[config.mk]
export PLATFORM = sky130hd
export DESIGN_NAME = irq_controller
export DESIGN_NICKNAME = d
export VERILOG_FILES = /design/src/rtl/icu_pkg.sv /design/src/rtl/irq_sync_edge.sv /design/src/rtl/irq_controller.sv
export SDC_FILE = /design/constraint.sdc
export NUM_CORES = 1
export LEC_CHECK = 0
export BUFFER_PORTS_ARGS = -buffer_cell sky130_fd_sc_hd__buf_2
export CAP_MARGIN = 20
export CORE_ASPECT_RATIO = 1.25
export CORE_MARGIN = 2
export CORE_UTILIZATION = 45
export CTS_CLUSTER_SIZE = 10
export DETAILED_ROUTE_END_ITERATION = 7
export PLACE_DENSITY = 0.87
export SLEW_MARGIN = 5
export SYNTH_ARGS = -nofsm -noshare
export SYNTH_HDL_FRONTEND = slang
export SYNTH_HIERARCHICAL = 1
export SYNTH_SLANG_ARGS = --single-unit
[constraint.sdc]
create_clock -name clk -period 5.6 [get_ports clk]
set_input_delay 0.28 -clock clk [delete_from_list [all_inputs] [get_ports clk]]
set_output_delay 0.28 -clock clk [all_outputs]
set_load 0.005 [all_outputs]
[src/rtl/icu_pkg.sv]
// Shared constants for the interrupt control unit: register offsets and data-bus modes.
package icu_pkg;

    localparam logic [7:0] ICU_MASK     = 8'h00;
    localparam logic [7:0] ICU_FLAGS    = 8'h04;
    localparam logic [7:0] ICU_ACT_IDX  = 8'h08;
    localparam logic [7:0] ICU_ACT_FLAG = 8'h0C;
    localparam logic [7:0] ICU_MODE     = 8'h10;
    localparam logic [7:0] ICU_CTRL     = 8'h14;

    localparam logic [1:0] BUS_READ  = 2'b01;
    localparam logic [1:0] BUS_WRITE = 2'b10;

endpackage

[src/rtl/irq_sync_edge.sv]
// Two-flop synchroniser for one active-low interrupt line, plus a history flop
// so the caller can choose between the asserted level and its rising edge.
module irq_sync_edge (
    input  logic clk,
    input  logic reset,
    input  logic irq_n,
    output logic level,
    output logic rise
);

    logic ff1;
    logic ff2;
    logic s_prev;

    // Chains reset to the inactive (high) pin state so no spurious edge appears after reset.
    always_ff @(posedge clk or negedge reset) begin
        if (!reset) begin
            ff1    <= 1'b1;
            ff2    <= 1'b1;
            s_prev <= 1'b0;
        end else begin
            ff1    <= irq_n;
            ff2    <= ff1;
            s_prev <= ~ff2;
        end
    end

    assign level = ~ff2;
    assign rise  = level & ~s_prev;

endmodule

[src/rtl/irq_controller.sv]
// Interrupt control unit: synchronised sources, pending flags, fixed lowest-index
// priority, memory-mapped registers and the PC redirect for ISR entry and RETI.
module irq_controller
    import icu_pkg::*;
#(
    parameter int          NUM_IRQ       = 4,
    parameter logic [31:0] BASE_ADDR     = 32'h4000,
    parameter logic [31:0] FIXED_VECTOR  = 32'h10,
    parameter int          VECTOR_STRIDE = 16
) (
    input  logic               clk,
    input  logic               reset,
    input  logic [NUM_IRQ-1:0] irq_sources,
    input  logic [31:0]        slv_address,
    input  logic [31:0]        slv_write_data,
    input  logic [1:0]         slv_mode,
    input  logic               slv_select,
    output logic [31:0]        slv_read_data,
    input  logic [31:0]        pc_next,
    input  logic               stall,
    input  logic               halt,
    input  logic               end_isr,
    output logic               redirect,
    output logic [31:0]        redirect_pc,
    output logic               in_isr
);

    localparam int IDX_W = (NUM_IRQ > 1) ? $clog2(NUM_IRQ) : 1;

    logic [NUM_IRQ-1:0] level;
    logic [NUM_IRQ-1:0] rise;
    logic [NUM_IRQ-1:0] hit;
    logic [NUM_IRQ-1:0] flags;
    logic [NUM_IRQ-1:0] new_flags;
    logic [NUM_IRQ-1:0] pending;
    logic [NUM_IRQ-1:0] clear;
    logic [NUM_IRQ-1:0] mask;
    logic [NUM_IRQ-1:0] mode;
    logic [NUM_IRQ-1:0] active_flag;
    logic [IDX_W-1:0]   active_idx;
    logic [IDX_W-1:0]   win_idx;
    logic               vec_en;
    logic [23:0]        vec_base;
    logic [31:0]        ipc;
    logic [31:0]        entry_pc;
    logic [31:0]        offset;
    logic               trig;
    logic               reti;
    logic               bus_wr;
    logic               bus_rd;
    logic               unused_wdata;

    function automatic logic [IDX_W-1:0] lowest_idx(input logic [NUM_IRQ-1:0] v);
        lowest_idx = '0;
        for (int i = NUM_IRQ - 1; i >= 0; i--) begin
            if (v[i]) lowest_idx = IDX_W'(i);
        end
    endfunction

    for (genvar gi = 0; gi < NUM_IRQ; gi++) begin : g_src
        irq_sync_edge u_sync (
            .clk   (clk),
            .reset (reset),
            .irq_n (irq_sources[gi]),
            .level (level[gi]),
            .rise  (rise[gi])
        );
    end

    assign hit       = (mode & rise) | (~mode & level);
    assign new_flags = flags | hit;
    assign pending   = new_flags & mask;
    assign win_idx   = lowest_idx(pending);
    assign trig      = (|pending) & ~in_isr & ~stall & ~halt;
    assign reti      = end_isr & in_isr & ~stall & ~halt;

    assign offset       = slv_address - BASE_ADDR;
    assign bus_wr       = slv_select && (slv_mode == BUS_WRITE);
    assign bus_rd       = slv_select && (slv_mode == BUS_READ);
    assign clear        = (bus_wr && offset == 32'(ICU_FLAGS)) ? slv_write_data[NUM_IRQ-1:0] : '0;
    assign unused_wdata = ^slv_write_data;

    assign entry_pc = vec_en ? ({vec_base, 8'h00} + (32'(win_idx) * 32'(VECTOR_STRIDE)))
                             : FIXED_VECTOR;

    // Trigger and RETI are mutually exclusive because trig requires in_isr low.
    always_comb begin
        redirect    = trig | reti;
        redirect_pc = '0;
        if (reti)      redirect_pc = ipc;
        else if (trig) redirect_pc = entry_pc;
    end

    // Clearing happens before the OR so a hit arriving with a W1C still sets the flag.
    always_ff @(posedge clk or negedge reset) begin
        if (!reset) begin
            flags       <= '0;
            mask        <= '0;
            mode        <= '0;
            vec_en      <= 1'b0;
            vec_base    <= '0;
            ipc         <= '0;
            in_isr      <= 1'b0;
            active_idx  <= '0;
            active_flag <= '0;
        end else begin
            flags <= (flags & ~clear) | hit;
            if (bus_wr) begin
                case (offset)
                    32'(ICU_MASK): mask <= slv_write_data[NUM_IRQ-1:0];
                    32'(ICU_MODE): mode <= slv_write_data[NUM_IRQ-1:0];
                    32'(ICU_CTRL): begin
                        vec_en   <= slv_write_data[0];
                        vec_base <= slv_write_data[31:8];
                    end
                    default: ;
                endcase
            end
            if (trig) begin
                ipc         <= pc_next;
                in_isr      <= 1'b1;
                active_idx  <= win_idx;
                active_flag <= NUM_IRQ'(1) << win_idx;
            end else if (reti) begin
                in_isr <= 1'b0;
            end
        end
    end

    always_comb begin
        slv_read_data = '0;
        if (bus_rd) begin
            case (offset)
                32'(ICU_MASK):     slv_read_data = 32'(mask);
                32'(ICU_FLAGS):    slv_read_data = 32'(flags);
                32'(ICU_ACT_IDX):  slv_read_data = 32'(active_idx);
                32'(ICU_ACT_FLAG): slv_read_data = 32'(active_flag);
                32'(ICU_MODE):     slv_read_data = 32'(mode);
                32'(ICU_CTRL):     slv_read_data = {vec_base, 7'b0, vec_en};
                default:           slv_read_data = '0;
            endcase
        end
    end

endmodule

Word-level counts from Yosys, hierarchy flattened
Cells that the tools add are included.
- register bits: 88
- input bits: 108
- output and inout bits: 66
- word-level logic and storage cells: 83
- add/subtract/negate cells: 2
- eq/ne operators: 7
- shifts and indexed selects: 1
- multiplexer cells: 12
- bitwise gates (word level): 31
- reduce and logical (&&, ||, !) cells: 9
- operator list (kind ; count):
    case mux 32 bit (6 select lines) ; 1
    two-way mux 32 bit ; 4
    equality test 32 x 4 -> 1 bit, second input constant ; 2
    equality test 32 x 5 -> 1 bit, second input constant ; 2
    adder 32 x 6 -> 32 bit ; 1
    equality test 32 x 3 -> 1 bit, second input constant ; 1
    logical NOT 32 bit ; 1
    subtractor 32 x 15 -> 32 bit, second input constant ; 1
    AND 4 bit ; 4
    bitwise OR 4 bit ; 3
    inverter 1 bit ; 11
    AND 1 bit ; 10
    two-way mux 2 bit ; 4
    inverter 4 bit ; 2
    AND reduction 2 bit ; 3
    two-way mux 4 bit ; 1
    OR reduction 4 bit ; 1
    left shift 1 x 2 -> 4 bit, first input constant ; 1
    logical AND 1 bit ; 3
    equality test 2 x 1 -> 1 bit, second input constant ; 1
    equality test 2 bit, second input constant ; 1
    two-way mux 1 bit ; 2
    nonzero test 2 bit ; 1
    bitwise OR 1 bit ; 1

Longest topological paths before layout
Gate-level depths: netlist of run 1.
- depth after elaboration: 14
- gate-level depth with buffers: 7
- depth with buffers taken out: 6

Cells and area by module
The synthesis of run 1 kept the hierarchy.
- by module, submodules not included (module ; times used ; cells an instance ; area each (µm²) ; seq. area each (µm²)):
    irq_controller ; 1 ; 319 ; 4020.1 ; 1901.8
    irq_sync_edge ; 4 ; 5 ; 85.1 ; 77.6

Worst setup path after synthesis of run 1
No wires, ideal clock.
- path kind: register to output
- start: register g_src[0].u_sync.ff2
- end: output redirect_pc[11]
- data arrival time: 1.829 ns
- data required time: 5.320 ns
- setup slack: 3.491 ns
- cell stages (with the launch flop): 8
- path buffers: 1
- cell sequence: dfstp_2 > inv_1 > mux2_2 > o21ai_2 > and2_1 > a31oi_1 > buf_2 > a22o_1
- longest elaborated chain between the ends: 12
- elaborated cells between the ends (all ways): 16
- those cells by class: 1 x add/sub; 4 x mux; 10 x bitwise; 1 x reduce/logical
- RTL lines (what ; RTL line ; source):
    start, declared ; irq_sync_edge.sv:12 ; logic ff2;
    start signal, assigned ; irq_sync_edge.sv:19 ; ff2 <= 1'b1;
    start signal, assigned ; irq_sync_edge.sv:23 ; ff2 <= ff1;
    inverter 1 bit * ; irq_sync_edge.sv:28 ; assign level = ~ff2;
    named net level[0] ; irq_controller.sv:30 ; logic [NUM_IRQ-1:0] level;
    AND 1 bit ; irq_sync_edge.sv:29 ; assign rise = level & ~s_prev;
    AND 4 bit ; irq_controller.sv:70 ; assign hit = (mode & rise) | (~mode & level);
    bitwise OR 4 bit * ; irq_controller.sv:70 ;
    bitwise OR 4 bit * ; irq_controller.sv:71 ; assign new_flags = flags | hit;
    AND 4 bit * ; irq_controller.sv:72 ; assign pending = new_flags & mask;
    parallel branches: the longest is 4 deep, another holds adder 32 x 6 -> 32 bit ; n/a ;
    two-way mux 32 bit * ; irq_controller.sv:91 ; else if (trig) redirect_pc = entry_pc;
    two-way mux 32 bit * ; irq_controller.sv:90 ; if (reti) redirect_pc = ipc;
    end, declared ; irq_controller.sv:24 ; output logic [31:0] redirect_pc,
Mark *: on every way through the listed nets, which the timed path passes.

Final worst setup path of run 1
- start: register g_src[2].u_sync.ff2
- end: output redirect
- longest elaborated chain between the ends: 11
- elaborated cells between the ends (all ways): 12
- those cells by class: 11 x bitwise; 1 x reduce/logical
- RTL lines (what ; RTL line ; source):
    start, declared ; irq_sync_edge.sv:12 ;
    start signal, assigned ; irq_sync_edge.sv:19 ;
    start signal, assigned ; irq_sync_edge.sv:23 ;
    inverter 1 bit * ; irq_sync_edge.sv:28 ;
    named net level[2] ; irq_controller.sv:30 ;
    AND 1 bit ; irq_sync_edge.sv:29 ;
    AND 4 bit ; irq_controller.sv:70 ;
    bitwise OR 4 bit * ; irq_controller.sv:70 ;
    bitwise OR 4 bit * ; irq_controller.sv:71 ;
    AND 4 bit * ; irq_controller.sv:72 ;
    OR reduction 4 bit * ; irq_controller.sv:74 ; assign trig = (|pending) & ~in_isr & ~stall & ~halt;
    AND 1 bit * (3 in series) ; irq_controller.sv:74 ;
    bitwise OR 1 bit * ; irq_controller.sv:88 ; redirect = trig | reti;
    end, declared ; irq_controller.sv:23 ; output logic redirect,
The timed path passes the listed nets; every way through them passes the cells marked *.

==> impl_metrics.env, run 1 <==
export IMPL_fmax_ghz=0.345
export IMPL_tritoncts="yes"
export IMPL_place_gp_congestion=0.851
export IMPL_ys_ff_latch=88
export IMPL_vias=3353
export IMPL_synth_avg_cell_area_um2=12.9
export IMPL_hold_path_class="input port to flop"
export IMPL_io_buffer_count=165
export IMPL_drt_total_wl_um=10500
export IMPL_initial_core_util_pct=45.9
export IMPL_clk_latency_ns=0.33
export IMPL_place_ws_ns=2.78
export IMPL_post_synth_top_count_cell="dfrtp_1"
export IMPL_synth_top_area_share_pct=45.9
export IMPL_ys_flop_type="dfrtp_1"
export IMPL_synth_area_top_cells="dfrtp_1 46%, mux2_2 8.3%, mux2_4 6.9%"
export IMPL_worst_ep_required_time_ns=5.32
export IMPL_synthesis_area_mm2=0.00436
export IMPL_clock_skew_ns=0.00403
export IMPL_path_max_fanout=29
export IMPL_core_mm2=0.00951
export IMPL_cts_root_buffer="clkbuf_16"
export IMPL_synth_yosys_seq_area_share_pct=50.7
export IMPL_multi_input_area_mm2=0.00200
export IMPL_rows=40
export IMPL_ant_nets=0
export IMPL_syn_to_final_growth_pct=28.2
export IMPL_grt_util_met3_pct=5.46
export IMPL_clock_sinks=88
export IMPL_cp_start_kind="flop"
export IMPL_drcViolationCount=0
export IMPL_h_tree_depth=3
export IMPL_status="complete, no violations"
export IMPL_finalHoldViolations=0
export IMPL_seqCellArea_mm2=0.00221
export IMPL_die_x_um=92.0
export IMPL_path_class="flop to primary output"
export IMPL_grt_pass1_vias=3571
export IMPL_relSlewSlack_pct=39.2
export IMPL_fin_tns_setup_ns=0
export IMPL_yosysWarnings=6
export IMPL_first_iter_violations=147
export IMPL_ir_drop_mv=0.202
export IMPL_final_setup_viol_count=0
export IMPL_p_leak_nw=2.89
export IMPL_synthTopCellsByCount="80 x dfrtp_1, 32 x mux2_2, 31 x and2_1, 26 x a22o_1, 20 x mux2_4"
export IMPL_use_met2_pct=38.3
export IMPL_nFillCells=774
export IMPL_diodes=0
export IMPL_grt_max_degree=89
export IMPL_cts_buffers=9
export IMPL_netlist_instances=339
export IMPL_antenna_found_initial=0
export IMPL_synth_distinct_cells=49
export IMPL_max_cap_viol_count=0
export IMPL_cp_end_kind="primary output"
export IMPL_grt_setup_unrepaired="false"
export IMPL_fin_crit_sh_pct=51.8
export IMPL_yosysTopAreaCell="dfrtp_1"
export IMPL_synth_edf_count=0
export IMPL_die_y_um=114
export IMPL_dieArea_mm2=0.0105
export IMPL_powerDensity_mw_per_mm2=239
export IMPL_crit_arrival_ns=2.62
export IMPL_wl_per_cell_um=16.5
export IMPL_overflow=0
export IMPL_gr_usage_met1_pct=22.3
export IMPL_ios=174
export IMPL_drt_vias_per_instance=5.28
export IMPL_grt_pass1_wl_um=16900
export IMPL_drv_slew=0
export IMPL_worst_pin_slew_ns=0.911
export IMPL_fin_ws_ns=2.70
export IMPL_async_flop_share_pct=100
export IMPL_drt_pass1_iterations=4
export IMPL_cts_buffer_depth=2
export IMPL_track_usage_pct=20.6
export IMPL_min_period_ns=2.90
export IMPL_fin_nets=612
export IMPL_clk_pin_slew_ns=0.06
export IMPL_dp_hpwl_um=7730
export IMPL_grt_busiest_layer="met2"
export IMPL_drive_above_1_share_pct=51.1
==> cells by family after synthesis <==
family | Yosys count | synth area share (%)
simple gates | 89 | 12.7
flops | 88 | 50.7
mux | 78 | 22.2
compound gates | 55 | 10.4
buf+inv | 28 | 3.90
other cells | 1 | 0.0860
==> placed cells by master, fill, tap and decap left out, drive strengths merged, types with 4 or more instances in the layout <==
cell type  netlist  routed
o21ai            6       6
nor4             6       6
dfrtp           80      80
inv              8       8
a21o             6       6
a21oi            7       7
mux2            69      69
nand3            7       7
dfstp            8       8
conb             1       4
nor2            16      16
mux2i            7       7
a22o            26      26
clkbuf           7      13
and2            31      31
buf             13     170
nand2            9       9
==> per-stage QoR <==
stage	utilization, %	std cells	hold slack [ns]	power (mW)	cell area, µm²
floorplan	-	342	-0.0156	0.700	4370
global placement	55.3	617	0.348	0.754	5260
detailed placement	55.3	617	0.347	0.759	5260
CTS	58.4	633	0.0322	1.35	5550
global route	58.8	635	0.0292	1.38	5590
finish	58.8	635	0.0475	1.33	5590
==> power by group <==
group	total, mW	switching [mW]	internal [mW]
clock network	0.585	0.227	0.357
registers	0.661	0.00775	0.653
logic	0.0884	0.0435	0.0449
==> flip-flops by register name (all words and copies together) (netlist names) <==
signal,flops
g_src.u_sync/ff1,4
mask,4
g_src.u_sync/s_prev,4
in_isr,1
active_flag,4
active_idx,2
vec_en,1
g_src.u_sync/ff2,4
mode,4
ipc,32
flags,4
vec_base,24
==> routing by layer <==
layer	share of wire, %	routed length (µm)
met5	0	0
met4	2.2	227
met3	6.8	718
met2	54	5620
met1	37	3930
==> critical path, stage by stage, from the launching register on <==
cell and delay [ns]:
dfstp_2 0.53, inv_1 0.04, mux2_2 0.29, o21ai_2 0.35, a41oi_4 0.29, buf_4 0.34
or2_2 0.31, buf_2 0.12
==> what timing repair did <==
action,in CTS,in global routing
resized for setup,0,0
setup buffers,0,0
endpoints found under the hold margin,0,21
hold buffers,0,1
==> path summary, 6_finish.rpt <==
path / start / to / slack (ns) / cells after the start
hold / removal: irq_sources[0] / g_src[0].u_sync/ff1$_DFF_PN1_ / 0.05 / 1
setup / recovery: g_src[2].u_sync/ff2$_DFF_PN1_ / redirect / 2.70 / 7
min in group asynchronous: reset / ipc[3]$_DFFE_PN0P_ / 0.39 / 2
hold reg to reg: g_src[1].u_sync/ff1$_DFF_PN1_ / g_src[1].u_sync/ff2$_DFF_PN1_ / 0.35 / 0
max in group asynchronous: reset / g_src[2].u_sync/ff1$_DFF_PN1_ / 4.56 / 3
setup reg to reg: in_isr$_DFFE_PN0P_ / ipc[30]$_DFFE_PN0P_ / 3.25 / 4
==> area by class of cell <==
class / count / area share, %
tap: 126 / 2.82
clock inverter: 3 / 0.761
inverter: 8 / 0.537
multi-input combinational: 226 / 35.8
clock buffer: 13 / 4.48
timing repair buffer: 171 / 16.0
sequential: 88 / 39.6
Power figures use the tool's default switching activity.
==> inputs of run 2 (changes only) <==
==> constraint.sdc (replaced) <==
create_clock -name clk -period 2.83 [get_ports clk]
set_input_delay 0.1415 -clock clk [delete_from_list [all_inputs] [get_ports clk]]
set_output_delay 0.1415 -clock clk [all_outputs]
set_load 0.005 [all_outputs]
==> run 2 against run 1 <==
  * Combinational power rose by 100%
  * Final area grew 1.5%
  * Critical path depth grew 1
  * Global-route usage shrank 0.18 points
  * Cell count rose by 1.1%
  * Via count increased by 1.6%
  * Die area is the same
  * Sequential power is 98% higher
  * Clock power increased by 93%
  * Highest routed layer unchanged
==> impl_metrics.env, run 2 (synthesis gave the netlist of run 1 again) <==
export IMPL_max_cap_viol_count=0
export IMPL_cts_buffer_depth=2
export IMPL_drcViolationCount=0
export IMPL_ir_drop_mv=0.448
export IMPL_total_power_mw=2.61
export IMPL_largest_register="ipc"
export IMPL_crit_arrival_ns=2.55
export IMPL_top_regs="ipc: 32 flops, vec_base: 24 flops"
export IMPL_cts_root_buffer="clkbuf_16"
export IMPL_initial_core_util_pct=45.9
export IMPL_fmax_ghz=0.372
export IMPL_relSlewSlack_pct=54.9
export IMPL_cp_start_kind="flop"
export IMPL_diodes=0
export IMPL_drt_total_wl_um=10500
export IMPL_drt_pass1_iterations=4
export IMPL_min_period_ns=2.69
export IMPL_gr_usage_met1_pct=22.5
export IMPL_core_mm2=0.00951
export IMPL_grt_pass1_wl_um=16800
export IMPL_h_tree_depth=3
export IMPL_final_cell_mix="164 x buf_2, 80 x dfrtp_1, 32 x mux2_2"
export IMPL_fin_tns_setup_ns=0
export IMPL_fin_crit_sh_pct=95.1
export IMPL_place_gp_congestion=0.832
export IMPL_ant_nets=0
export IMPL_cts_setup_buffers=0
export IMPL_ios=174
export IMPL_clk_pin_slew_ns=0.06
export IMPL_first_iter_violations=111
export IMPL_overflow=0
export IMPL_grt_setup_unrepaired="false"
export IMPL_grt_pass1_vias=3526
export IMPL_mostFrequentLayoutCell="buf_2"
export IMPL_track_usage_pct=20.4
export IMPL_drv_slew=0
export IMPL_cp_end_kind="primary output"
export IMPL_vias=3407
export IMPL_use_met2_pct=36.1
export IMPL_worst_pin_slew_ns=0.673
export IMPL_fin_nets=619
export IMPL_grt_util_met3_pct=6.71
export IMPL_grt_busiest_layer="met2"
export IMPL_path_max_fanout=24
export IMPL_clk_latency_ns=0.34
export IMPL_cts_buffers=9
export IMPL_tritoncts="yes"
export IMPL_cts_resized=0
export IMPL_dp_hpwl_um=7670
export IMPL_finalHoldViolations=0
export IMPL_p_leak_nw=2.92
export IMPL_syn_to_final_growth_pct=30.1
export IMPL_io_buffer_count=165
export IMPL_antenna_found_initial=0
export IMPL_dieArea_mm2=0.0105
export IMPL_largest_reg_flops=32
export IMPL_powerDensity_mw_per_mm2=460
export IMPL_hold_path_class="input port to flop"
export IMPL_die_y_um=114
export IMPL_clock_sinks=88
export IMPL_rows=40
export IMPL_wl_per_cell_um=16.4
export IMPL_grt_max_degree=89
export IMPL_path_class="flop to primary output"
export IMPL_die_x_um=92.0
export IMPL_worst_ep_required_time_ns=2.69
export IMPL_status="complete, no violations"
export IMPL_drt_vias_per_instance=5.31
export IMPL_clock_skew_ns=0.00607
export IMPL_final_setup_viol_count=0
export IMPL_drive_above_1_share_pct=51.2
-- run 2: cell count changes in the layout (fill, tap and decap cells not counted), sizes merged --
cell         previous run  this run
a41oi                   1         2
buf                   170       172
clkbuf                 13        14
bufinv                  1         0
dlygate4sd3             1         5
-- run 2: path summary, 6_finish.rpt --
check	startpoint	endpoint	slack, ns	cells past startpoint
min reg2reg	g_src[0].u_sync/ff1$_DFF_PN1_	g_src[0].u_sync/ff2$_DFF_PN1_	0.36	0
max reg2reg	g_src[2].u_sync/ff2$_DFF_PN1_	ipc[26]$_DFFE_PN0P_	0.53	6
max in group asynchronous	reset	ipc[17]$_DFFE_PN0P_	1.86	3
min	pc_next[13]	ipc[13]$_DFFE_PN0P_	0.02	2
max	g_src[0].u_sync/ff2$_DFF_PN1_	redirect_pc[16]	0.14	8
min in group asynchronous	reset	ipc[3]$_DFFE_PN0P_	0.34	2
-- run 2: where the power goes --
| part | leakage, nW | switching (mW) | total [mW] | internal [mW] |
|---|---|---|---|---|
| Sequential | 1.14 | 0.0151 | 1.31 | 1.29 |
| Clock | 0.139 | 0.459 | 1.13 | 0.666 |
| Combinational | 1.64 | 0.0854 | 0.177 | 0.0912 |
-- run 2: area by class of cell --
type,instances,area (µm²)
well taps,126,158
clock inverters,2,12.5
inverters,8,30.0
repair buffers,177,968
multi-input cells,227,2020
clock buffers,14,274
flip-flops and latches,88,2210
fillers,773,3840
-- run 2: stage by stage --
stage / utilization [%] / cell area, µm² / worst slack [ns] / hold WS, ns / cells
2_1_floorplan: - / 4370 / 0.856 / -0.154 / 342
3_3_place_gp: 55.7 / 5300 / 0.477 / 0.248 / 619
3_5_place_dp: 55.7 / 5300 / 0.426 / 0.250 / 619
4_1_cts: 59.2 / 5630 / 0.104 / 0.00920 / 639
5_1_grt: 59.6 / 5670 / 0.0220 / 0.00758 / 642
6_report: 59.6 / 5670 / 0.140 / 0.0195 / 642
-- run 2: repair_timing --
action                                 in CTS  in global routing
hold buffers                                4                  1
endpoints found under the hold margin       4                 36
setup endpoints to repair                   0                  1
-- run 2: worst max-delay path: stages, from the launching register on --
cell and delay [ns]:
dfstp_2 0.52, inv_1 0.04, mux2_2 0.28, o21ai_2 0.35, and2_1 0.29, a31oi_2 0.12, buf_4 0.25, a22o_1 0.21
buf_2 0.13
-- run 2: routing by layer --
layer | share of wire, % | wire length (µm)
met4 | 2.4 | 252
met1 | 38 | 4000
met2 | 52 | 5470
met3 | 7.9 | 828
met5 | 0 | 0
